==> src/rtl/axist_sched_pkg.sv <==
// Shared types for the AXIST pattern-generator run sequencer: FSM states and
// generator mode-select encodings.
package axist_sched_pkg;

  typedef enum logic [2:0] {
    IDLE,
    ARM,
    GEN,
    WAIT,
    NEXT,
    DONE
  } state_e;

  localparam logic [1:0] SEL_FIXED = 2'b00;
  localparam logic [1:0] SEL_RAND  = 2'b01;
  localparam logic [1:0] SEL_INCR  = 2'b10;
  localparam logic [1:0] SEL_NONE  = 2'b11;

endpackage

==> src/rtl/axist_sched_mode_pick.sv <==
// Combinational picker: next enabled mode above cur_sel, or the lowest enabled
// mode with wrap=1 when nothing above remains (cur_sel=SEL_NONE yields the lowest).
module axist_sched_mode_pick
  import axist_sched_pkg::*;
(
  input  logic [2:0] mask,
  input  logic [1:0] cur_sel,
  output logic [1:0] nxt_sel,
  output logic       wrap
);

  logic [1:0] above;
  logic [1:0] lowest;
  logic       found;

  always_comb begin
    // NOTE: every output of this block gets a default before the loop, so no path can infer a latch.
    above  = SEL_NONE;
    lowest = SEL_NONE;
    found  = 1'b0;
    // Descending scan: the last hit wins, so each result ends up as the lowest qualifying bit.
    for (int i = 2; i >= 0; i--) begin
      if (mask[i]) begin
        lowest = 2'(i);
        if (i > int'(cur_sel)) begin
          above = 2'(i);
          found = 1'b1;
        end
      end
    end
    nxt_sel = found ? above : lowest;
    wrap    = !found;
  end

endmodule

==> src/rtl/axi_st_patgen_sched.sv <==
// Run-sequencer for the AXIST simplex pattern generator: loops over enabled modes,
// arms the generator, counts its writes, and collects checker verdicts.
// Optional checker-wait watchdog enabled by defining AXIST_SCHED_TIMEOUT_EN.
module axi_st_patgen_sched
  import axist_sched_pkg::*;
#(
  parameter int LOOP_W = 8,
  parameter int TMO_W  = 16
) (
  input  logic              wr_clk,
  input  logic              rst_n,
  input  logic              start,
  input  logic              abort,
  input  logic [2:0]        mode_mask,
  input  logic [8:0]        burst_cnt,
  input  logic [LOOP_W-1:0] num_loops,
  input  logic [TMO_W-1:0]  tmo_limit,
  input  logic              patgen_data_wr,
  input  logic              chkr_done,
  input  logic              chkr_pass,
  output logic              patgen_en,
  output logic [1:0]        patgen_sel,
  output logic [8:0]        patgen_cnt,
  output logic              busy,
  output logic              done,
  output logic              pass,
  output logic [1:0]        fail_sel,
  output logic [11:0]       run_cnt
);

  state_e            state_q;
  logic [2:0]        mask_q;
  logic [LOOP_W-1:0] loops_q;
  logic [LOOP_W-1:0] loop_q;
  logic [8:0]        wr_cnt_q;
  logic              pend_q;
  logic              pend_pass_q;
  logic [1:0]        sel_q;
  logic [8:0]        cnt_q;
  logic              en_q;
  logic              busy_q;
  logic              done_q;
  logic              pass_q;
  logic [1:0]        fail_sel_q;
  logic [11:0]       run_cnt_q;

  logic [2:0]        pick_mask;
  logic [1:0]        pick_cur;
  logic [1:0]        pick_sel;
  logic              pick_wrap;
  logic [8:0]        wr_cnt_d;
  logic [LOOP_W-1:0] loop_d;
  logic [11:0]       run_cnt_d;
  logic              run_end;
  logic              run_ok;

  // In IDLE the picker sees the live mask with no current mode, giving the first run's mode.
  assign pick_mask = (state_q == IDLE) ? mode_mask : mask_q;
  assign pick_cur  = (state_q == IDLE) ? SEL_NONE  : sel_q;

  axist_sched_mode_pick u_pick (
    .mask    (pick_mask),
    .cur_sel (pick_cur),
    .nxt_sel (pick_sel),
    .wrap    (pick_wrap)
  );

  assign wr_cnt_d  = wr_cnt_q + 9'd1;
  assign loop_d    = loop_q + LOOP_W'(1);
  assign run_cnt_d = (run_cnt_q == 12'hFFF) ? run_cnt_q : run_cnt_q + 12'd1;

`ifdef AXIST_SCHED_TIMEOUT_EN
  logic [TMO_W-1:0] tmo_q;
  logic             tmo_hit;

  assign tmo_hit = ({1'b0, tmo_q} + (TMO_W+1)'(1)) >= {1'b0, tmo_limit};
  assign run_end = pend_q | chkr_done | tmo_hit;
  assign run_ok  = pend_q ? pend_pass_q : (chkr_done & chkr_pass);

  always_ff @(posedge wr_clk) begin
    if (!rst_n || state_q != WAIT) begin
      tmo_q <= '0;
    end else if (!run_end) begin
      tmo_q <= tmo_q + TMO_W'(1);
    end
  end
`else
  logic tmo_unused;

  assign tmo_unused = ^tmo_limit;
  assign run_end    = pend_q | chkr_done;
  assign run_ok     = pend_q ? pend_pass_q : chkr_pass;
`endif

  always_ff @(posedge wr_clk) begin
    if (!rst_n) begin
      // NOTE: the latched run context is reset too, so a mid-run reset cannot leak stale state.
      state_q     <= IDLE;
      mask_q      <= '0;
      loops_q     <= '0;
      loop_q      <= '0;
      wr_cnt_q    <= '0;
      pend_q      <= 1'b0;
      pend_pass_q <= 1'b0;
      sel_q       <= SEL_FIXED;
      cnt_q       <= '0;
      en_q        <= 1'b0;
      busy_q      <= 1'b0;
      done_q      <= 1'b0;
      pass_q      <= 1'b0;
      fail_sel_q  <= SEL_NONE;
      run_cnt_q   <= '0;
    end else begin
      en_q   <= 1'b0;
      done_q <= 1'b0;
      if (abort && state_q != IDLE) begin
        state_q    <= IDLE;
        busy_q     <= 1'b0;
        done_q     <= 1'b1;
        pass_q     <= 1'b0;
        fail_sel_q <= SEL_NONE;
        pend_q     <= 1'b0;
      end else begin
        case (state_q)
          IDLE: begin
            if (start) begin
              mask_q     <= mode_mask;
              cnt_q      <= burst_cnt;
              loops_q    <= (num_loops == '0) ? LOOP_W'(1) : num_loops;
              loop_q     <= '0;
              run_cnt_q  <= '0;
              fail_sel_q <= SEL_NONE;
              busy_q     <= 1'b1;
              pend_q     <= 1'b0;
              if (mode_mask == 3'b000) begin
                pass_q  <= 1'b0;
                state_q <= DONE;
              end else begin
                pass_q  <= 1'b1;
                sel_q   <= pick_sel;
                state_q <= ARM;
              end
            end
          end
          ARM: begin
            en_q     <= 1'b1;
            wr_cnt_q <= '0;
            pend_q   <= 1'b0;
            state_q  <= (cnt_q == 9'd0) ? WAIT : GEN;
          end
          GEN: begin
            if (patgen_data_wr) begin
              wr_cnt_q <= wr_cnt_d;
              if (wr_cnt_d == cnt_q) begin
                state_q     <= WAIT;
                pend_q      <= chkr_done;
                pend_pass_q <= chkr_pass;
              end
            end
          end
          WAIT: begin
            if (run_end) begin
              run_cnt_q <= run_cnt_d;
              pend_q    <= 1'b0;
              if (!run_ok) begin
                pass_q <= 1'b0;
                if (fail_sel_q == SEL_NONE) fail_sel_q <= sel_q;
              end
              state_q <= NEXT;
            end
          end
          NEXT: begin
            if (pick_wrap && loop_d == loops_q) begin
              loop_q  <= loop_d;
              state_q <= DONE;
            end else begin
              if (pick_wrap) loop_q <= loop_d;
              sel_q   <= pick_sel;
              state_q <= ARM;
            end
          end
          DONE: begin
            done_q  <= 1'b1;
            busy_q  <= 1'b0;
            state_q <= IDLE;
          end
          default: state_q <= IDLE;
        endcase
      end
    end
  end

  assign patgen_en  = en_q;
  assign patgen_sel = sel_q;
  assign patgen_cnt = cnt_q;
  assign busy       = busy_q;
  assign done       = done_q;
  assign pass       = pass_q;
  assign fail_sel   = fail_sel_q;
  assign run_cnt    = run_cnt_q;

endmodule
==> config.mk <==
export PLATFORM = sky130hd
export DESIGN_NAME = axi_st_patgen_sched
export DESIGN_NICKNAME = d
export VERILOG_FILES = /design/src/rtl/axist_sched_pkg.sv /design/src/rtl/axist_sched_mode_pick.sv /design/src/rtl/axi_st_patgen_sched.sv
export SDC_FILE = /design/constraint.sdc
export NUM_CORES = 1
export LEC_CHECK = 0
export CAP_MARGIN = 5
export CORE_MARGIN = 3
export CORE_UTILIZATION = 51
export DETAILED_ROUTE_END_ITERATION = 7
export PLACE_DENSITY = 0.83
export SYNTH_ARGS = -nofsm -noshare
export SYNTH_HDL_FRONTEND = slang
export SYNTH_SLANG_ARGS = --single-unit
==> constraint.sdc <==
create_clock -name wr_clk -period 2.5 [get_ports wr_clk]
set_input_delay 0.25 -clock wr_clk [delete_from_list [all_inputs] [get_ports wr_clk]]
set_output_delay 0.25 -clock wr_clk [all_outputs]
set_load 0.02 [all_outputs]
Word level (Yosys, flattened, before mapping)

Cells that the tools add are included.
W data, S select, Z words.

Register bits after elaboration: 62
Logic and storage cells: 125

Add/subtract/negate cells: 3
Order comparisons: 2
Equal/unequal tests: 19
Muxes and demuxes: 58
Bitwise operators: 3
Reductions and logical operators: 25

Operators by type and width:

| cell                    | count |
|---|---|
| $mux W12                | 3 |
| $mux W8                 | 4 |
| $mux W2                 | 14 |
| $pmux W12 S2            | 1 |
| $mux W3                 | 7 |
| $mux W1                 | 20 |
| $reduce_and A5 Y1       | 4 |
| $ne A2 B2 Y1 const B    | 9 |
| $pmux W9 S2             | 1 |
| $pmux W8 S2             | 1 |
| $reduce_and A4 Y1       | 4 |
| $pmux W3 S5             | 1 |
| $add A12 B1 Y12 const B | 1 |
| $eq A12 B12 Y1 const B  | 1 |
| $add A9 B1 Y9 const B   | 1 |
| $eq A9 B9 Y1            | 1 |
| $logic_not A9 Y1        | 1 |
| $mux W9                 | 1 |
| $add A8 B1 Y8 const B   | 1 |
| $eq A8 B8 Y1            | 1 |
| $logic_not A8 Y1        | 1 |
| $pmux W2 S2             | 2 |
| $reduce_bool A2 Y1      | 4 |
| $eq A3 B2 Y1 const B    | 2 |
| 18 further kinds        | 24 |

Logic depth before layout (Yosys ltp)

Depth after elaboration: 11
Gate-level depth with buffers: 9

Modules after synthesis

A second synthesis with hierarchy kept.

Cell total of the unflattened synthesis: 433
Area total of the unflattened synthesis: 3,495.9 µm²

By module, submodules not included:

| module                | instances | cells each | area each (µm²) | seq. area each (µm²) |
|---|---|---|---|---|
| axi_st_patgen_sched   | 1         | 427        | 3,435.8         | 1,241.2 |
| axist_sched_mode_pick | 1         | 6          | 60.1            | 0.0 |

Least setup slack after synthesis

No wires, ideal clock.

Path type: register -> register
Start point: register wr_cnt_q[0]
End point: register pend_pass_q
Setup time: 0.135 ns
Arrival time: 2.066 ns
Data required time: 2.365 ns
Path slack: 0.299 ns
Cell stages (with the launch flop): 8
Path buffers: 0
Period minus slack after synthesis: 2.201 ns
Cell sequence: dfxtp_1 ha_1 nand3_1 or2_2 xnor2_1 a2111o_1 o311ai_0 o41ai_1

Cells in the longest elaborated chain, start to end: 3

Ends and longest elaborated chain:

| item                               | line                       | RTL |
|---|---|---|
| from (decl)                        | axi_st_patgen_sched.sv:35  | `logic [8:0] wr_cnt_q;` |
| from (signal assigned)             | axi_st_patgen_sched.sv:153 | `wr_cnt_q <= wr_cnt_d;` |
| $add A9 B1 Y9                      | axi_st_patgen_sched.sv:68  | `assign wr_cnt_d = wr_cnt_q + 9'd1;` |
| $eq A9 B9 Y1                       | axi_st_patgen_sched.sv:154 | `if (wr_cnt_d == cnt_q) begin` |
| $reduce_and A4 Y1 (no source line) | --                         |  |
| to (signal assigned)               | axi_st_patgen_sched.sv:157 | `pend_pass_q <= chkr_pass;` |
| to (decl)                          | axi_st_patgen_sched.sv:37  | `logic pend_pass_q;` |

Every way passes these cells.
A chain may end at the register's enable or synchronous reset.

Final worst setup path

Ends and elaborated chain as after synthesis.

==> impl_metrics.toml <==
[status]
status = "finished clean"

[cells_and_area]
drive_gt1_share_pct = 8.21
final_util_pct = 68.0
fin_cells = 550
synthToLayoutAreaGrowth_pct = 24.6
final_area_mm2 = 0.00419
fillers = 528
antennaDiodeCount = 0
layout.nets = 517

[synth]
syn_area_per_cell_um2 = 8.19
syn-num-nets = 457
syn_inst = 411
yosysWarningCount = 0
synth.ff_latch_count = 62
synthFlopType = "dfxtp_1"
synth_edf_count = 0
yosysTopAreaCell = "dfxtp_1"
synth_cell_type_count = 52
ys_seq_area_share_pct = 36.9
netlist_area_mm2 = 0.00337
ys_async_sr_fraction_pct = 0
synthTopCellsByArea = "dfxtp_1 (37%), a21boi_0 (7.1%), nand2_1 (6.9%)"
synth_top_area_share_pct = 36.9

[global_routing]
grt_pass1_vias = 3072
grt_use_total_pct = 23.4
gr-total-overflow = 0
grt_start_max_net_pins = 42
antenna_found_initial = 0
grt_pass1_wl_mm = 14.2

[worst_setup_path]
cp_cell_sequence = "ha_2, nand3_1, or2_2, xnor2_1, a2111o_1, o311ai_0, o41ai_1"
cp_max_fo = 6
slowest_stage = "a2111o_1"
cpPeakStageDelay_ns = 0.46
cp-end-kind = "flop"
crit_family = "compound AO/OA/AOI/OAI gates"
critPathLaunchType = "flop"
crit_type = "reg2reg"
r2r_setup_slack_ns = 0.19
regToRegStartpoint = "wr_cnt_q[0]"
crit_arrival_ns = 2.52
required_ns = 2.71
path_buf_inv = 0
rr_worst_depth = 7
worst_r2r_endpoint = "pend_pass_q"

[floorplan]
fp-row-count = 28
start_util_pct = 54.6
dieWidth_um = 87.3
dieArea_mm2 = 0.00761
dieHeight_um = 87.3
core_mm2 = 0.00617
top_level_ports = 72

[power]
cellPowerDensity_mw_per_mm2 = 749
p_leak_nw = 1.47
power.total_mw = 3.14
peakVddDrop_mv = 0.425

[timing]
max_freq_ghz = 0.433
finalCritPeriodShare_pct = 92.3
worst_pin_slew_ns = 0.673
fin_crit_ns = 2.31
worst_slack_ns = 0.191
slew_headroom_pct = 54.9
setup_viol = 0
hold_viol = 0
hold_ws_ns = 0.464
finalMaxSlewViolations = 0
grt_setup_unrepaired = "no"
finClkSkew_ns = 0.00637
fin_setup_tns_ns = 0

[drt]
vias = 3223
drt_iter0_markers = 202
avgRoutedWirePerCell_um = 14.8
via_per_inst = 5.86
drtAntennaViolNets = 0
drc = 0
drt-pass1-iter-count = 4
finalWirelength_mm = 8.13

[clocking]
cts_tree = "done"
clkLatencyLatePin_ns = 0.34
ctsHoldBuffers = 0
postCtsSetupBuffers = 0
cts.clk_slew.worst_paths_ns = 0.06
clk_path_buf_depth = 2
cts_sinks = 62
cts_made_buffers = 9
h-tree-depth = 3
cts.root.buffer_cell = "clkbuf_8"

[placement]
dpl.hpwl_mm = 5.79
post-place-ws_ns = 0.0646
dpl.cell_count = 535
port_buffers = 55
place_area_mm2 = 0.00402
gp_congestion = 0.871

[flow_run]
cap_violations = 0

[worst_hold_path]
hold_path_depth = 3
min_to = "patgen_cnt[3]"
worstHoldPathType = "in2reg"
holdCritStartpoint = "burst_cnt[3]"
worst max path at each step:
stage | start | to | slack [ns] | depth (start not counted)
after floorplan | wr_cnt_q[0] | pend_pass_q | 0.30 | 7
after global placement | start | run_cnt[11] | 0.12 | 7
after detailed placement | start | run_cnt[9] | 0.06 | 7
after CTS | wr_cnt_q[0] | pend_pass_q | 0.17 | 7
after global routing | wr_cnt_q[0] | pend_pass_q | 0.01 | 8
final | wr_cnt_q[0] | pend_pass_q | 0.19 | 7
Yosys cell counts (all sizes together) (4+ instances only):
library cell,n
nand4,8
and4,4
xor2,11
nand2,62
xnor2,20
nor2,22
a21oi,15
dfxtp,62
nor3,11
a21boi,33
o21ai,24
clkbuf,15
inv,4
a31oi,4
nor4,9
buf,6
nor2b,14
nand3,12
or3b,7
or3,12
nand2b,5
a211oi,4
and3,7
routing by layer:
| layer | track usage (%) | routed length [um] | up-vias |
|---|---|---|---|
| li1 | - | - | 1598 |
| met1 | 31.0 | 3800 | 1519 |
| met2 | 37.4 | 3800 | 92 |
| met3 | 2.74 | 351 | 14 |
| met4 | 11.4 | 182 | 0 |
| met5 | 0 | 0 | - |
worst reg2reg max path, delay by kind of cell, from the launching register on:
kind	cells	cell delay, ns
compound gates	3	0.87
simple gates	2	0.46
flops	1	0.43
fa+ha+maj	1	0.27
xor+xnor	1	0.14
layout make-up:
| type | instances | area [um^2] | area share (%) |
|---|---|---|---|
| repair buffers | 70 | 663 | 15.8 |
| well taps | 75 | 93.8 | 2.24 |
| inverters | 4 | 15.0 | 0.358 |
| clock buffers | 14 | 163 | 3.88 |
| clock inverters | 1 | 5.00 | 0.119 |
| flip-flops and latches | 62 | 1240 | 29.6 |
| multi-input cells | 324 | 2010 | 48.0 |
power breakdown:
group,internal (mW),total (mW),switching (mW)
sequential,1.10,1.26,0.157
clock,0.408,0.776,0.368
combinational,0.487,1.11,0.618
total,2.00,3.14,1.14
kinds of logic (layout without fill, tap and decap cells):
family / Yosys count / count (layout) / share of synthesized area (%)
and+or+nand+nor: 186 / 186 / 28.9
AOI/OAI and AO/OA: 101 / 101 / 20.7
DFF: 62 / 62 / 36.9
xor gates and xnor gates: 31 / 31 / 8.06
buffers and inverters: 25 / 89 / 3.42
adders and majority gates: 3 / 3 / 1.11
muxes: 3 / 3 / 0.929
what timing repair did:
action                                  in CTS  in global routing
endpoints found under the hold margin        0                  0
endpoints found under the setup margin       0                  1
gates resized for setup                      0                  1
sequential cells by signal, indices dropped and copies added (netlist names), 2 cells and up:
name	count
fail_sel	2
loop_q	8
loops_q	8
mask_q	3
patgen_cnt	9
patgen_sel	2
run_cnt	12
state_q	3
wr_cnt_q	9
placed cells by master, fill, tap and decap left out, types with 3 or more instances in the layout:
| master | netlist | final |
|---|---|---|
| xor2_1 | 11 | 11 |
| nor4_1 | 9 | 9 |
| dfxtp_1 | 62 | 62 |
| nor2b_1 | 14 | 14 |
| or3_1 | 12 | 12 |
| buf_4 | 0 | 15 |
| o21ai_0 | 23 | 23 |
| and3_1 | 7 | 7 |
| nand4_1 | 8 | 8 |
| clkdlybuf4s50_1 | 0 | 55 |
| nand2_1 | 62 | 62 |
| and4_1 | 4 | 4 |
| nor2_1 | 22 | 22 |
| nor3_1 | 11 | 11 |
| xnor2_1 | 20 | 20 |
| a211oi_1 | 4 | 4 |
| o211ai_1 | 3 | 3 |
| or3b_2 | 6 | 6 |
| inv_1 | 4 | 4 |
| nand2b_1 | 5 | 5 |
| a31oi_1 | 4 | 4 |
| a21boi_0 | 32 | 32 |
| nand3_1 | 12 | 12 |
| nor4b_1 | 3 | 3 |
| o31ai_1 | 3 | 3 |
| clkbuf_1 | 14 | 3 |
| clkbuf_8 | 0 | 11 |
| a21oi_1 | 15 | 15 |
(Power assumes the default switching activity.)
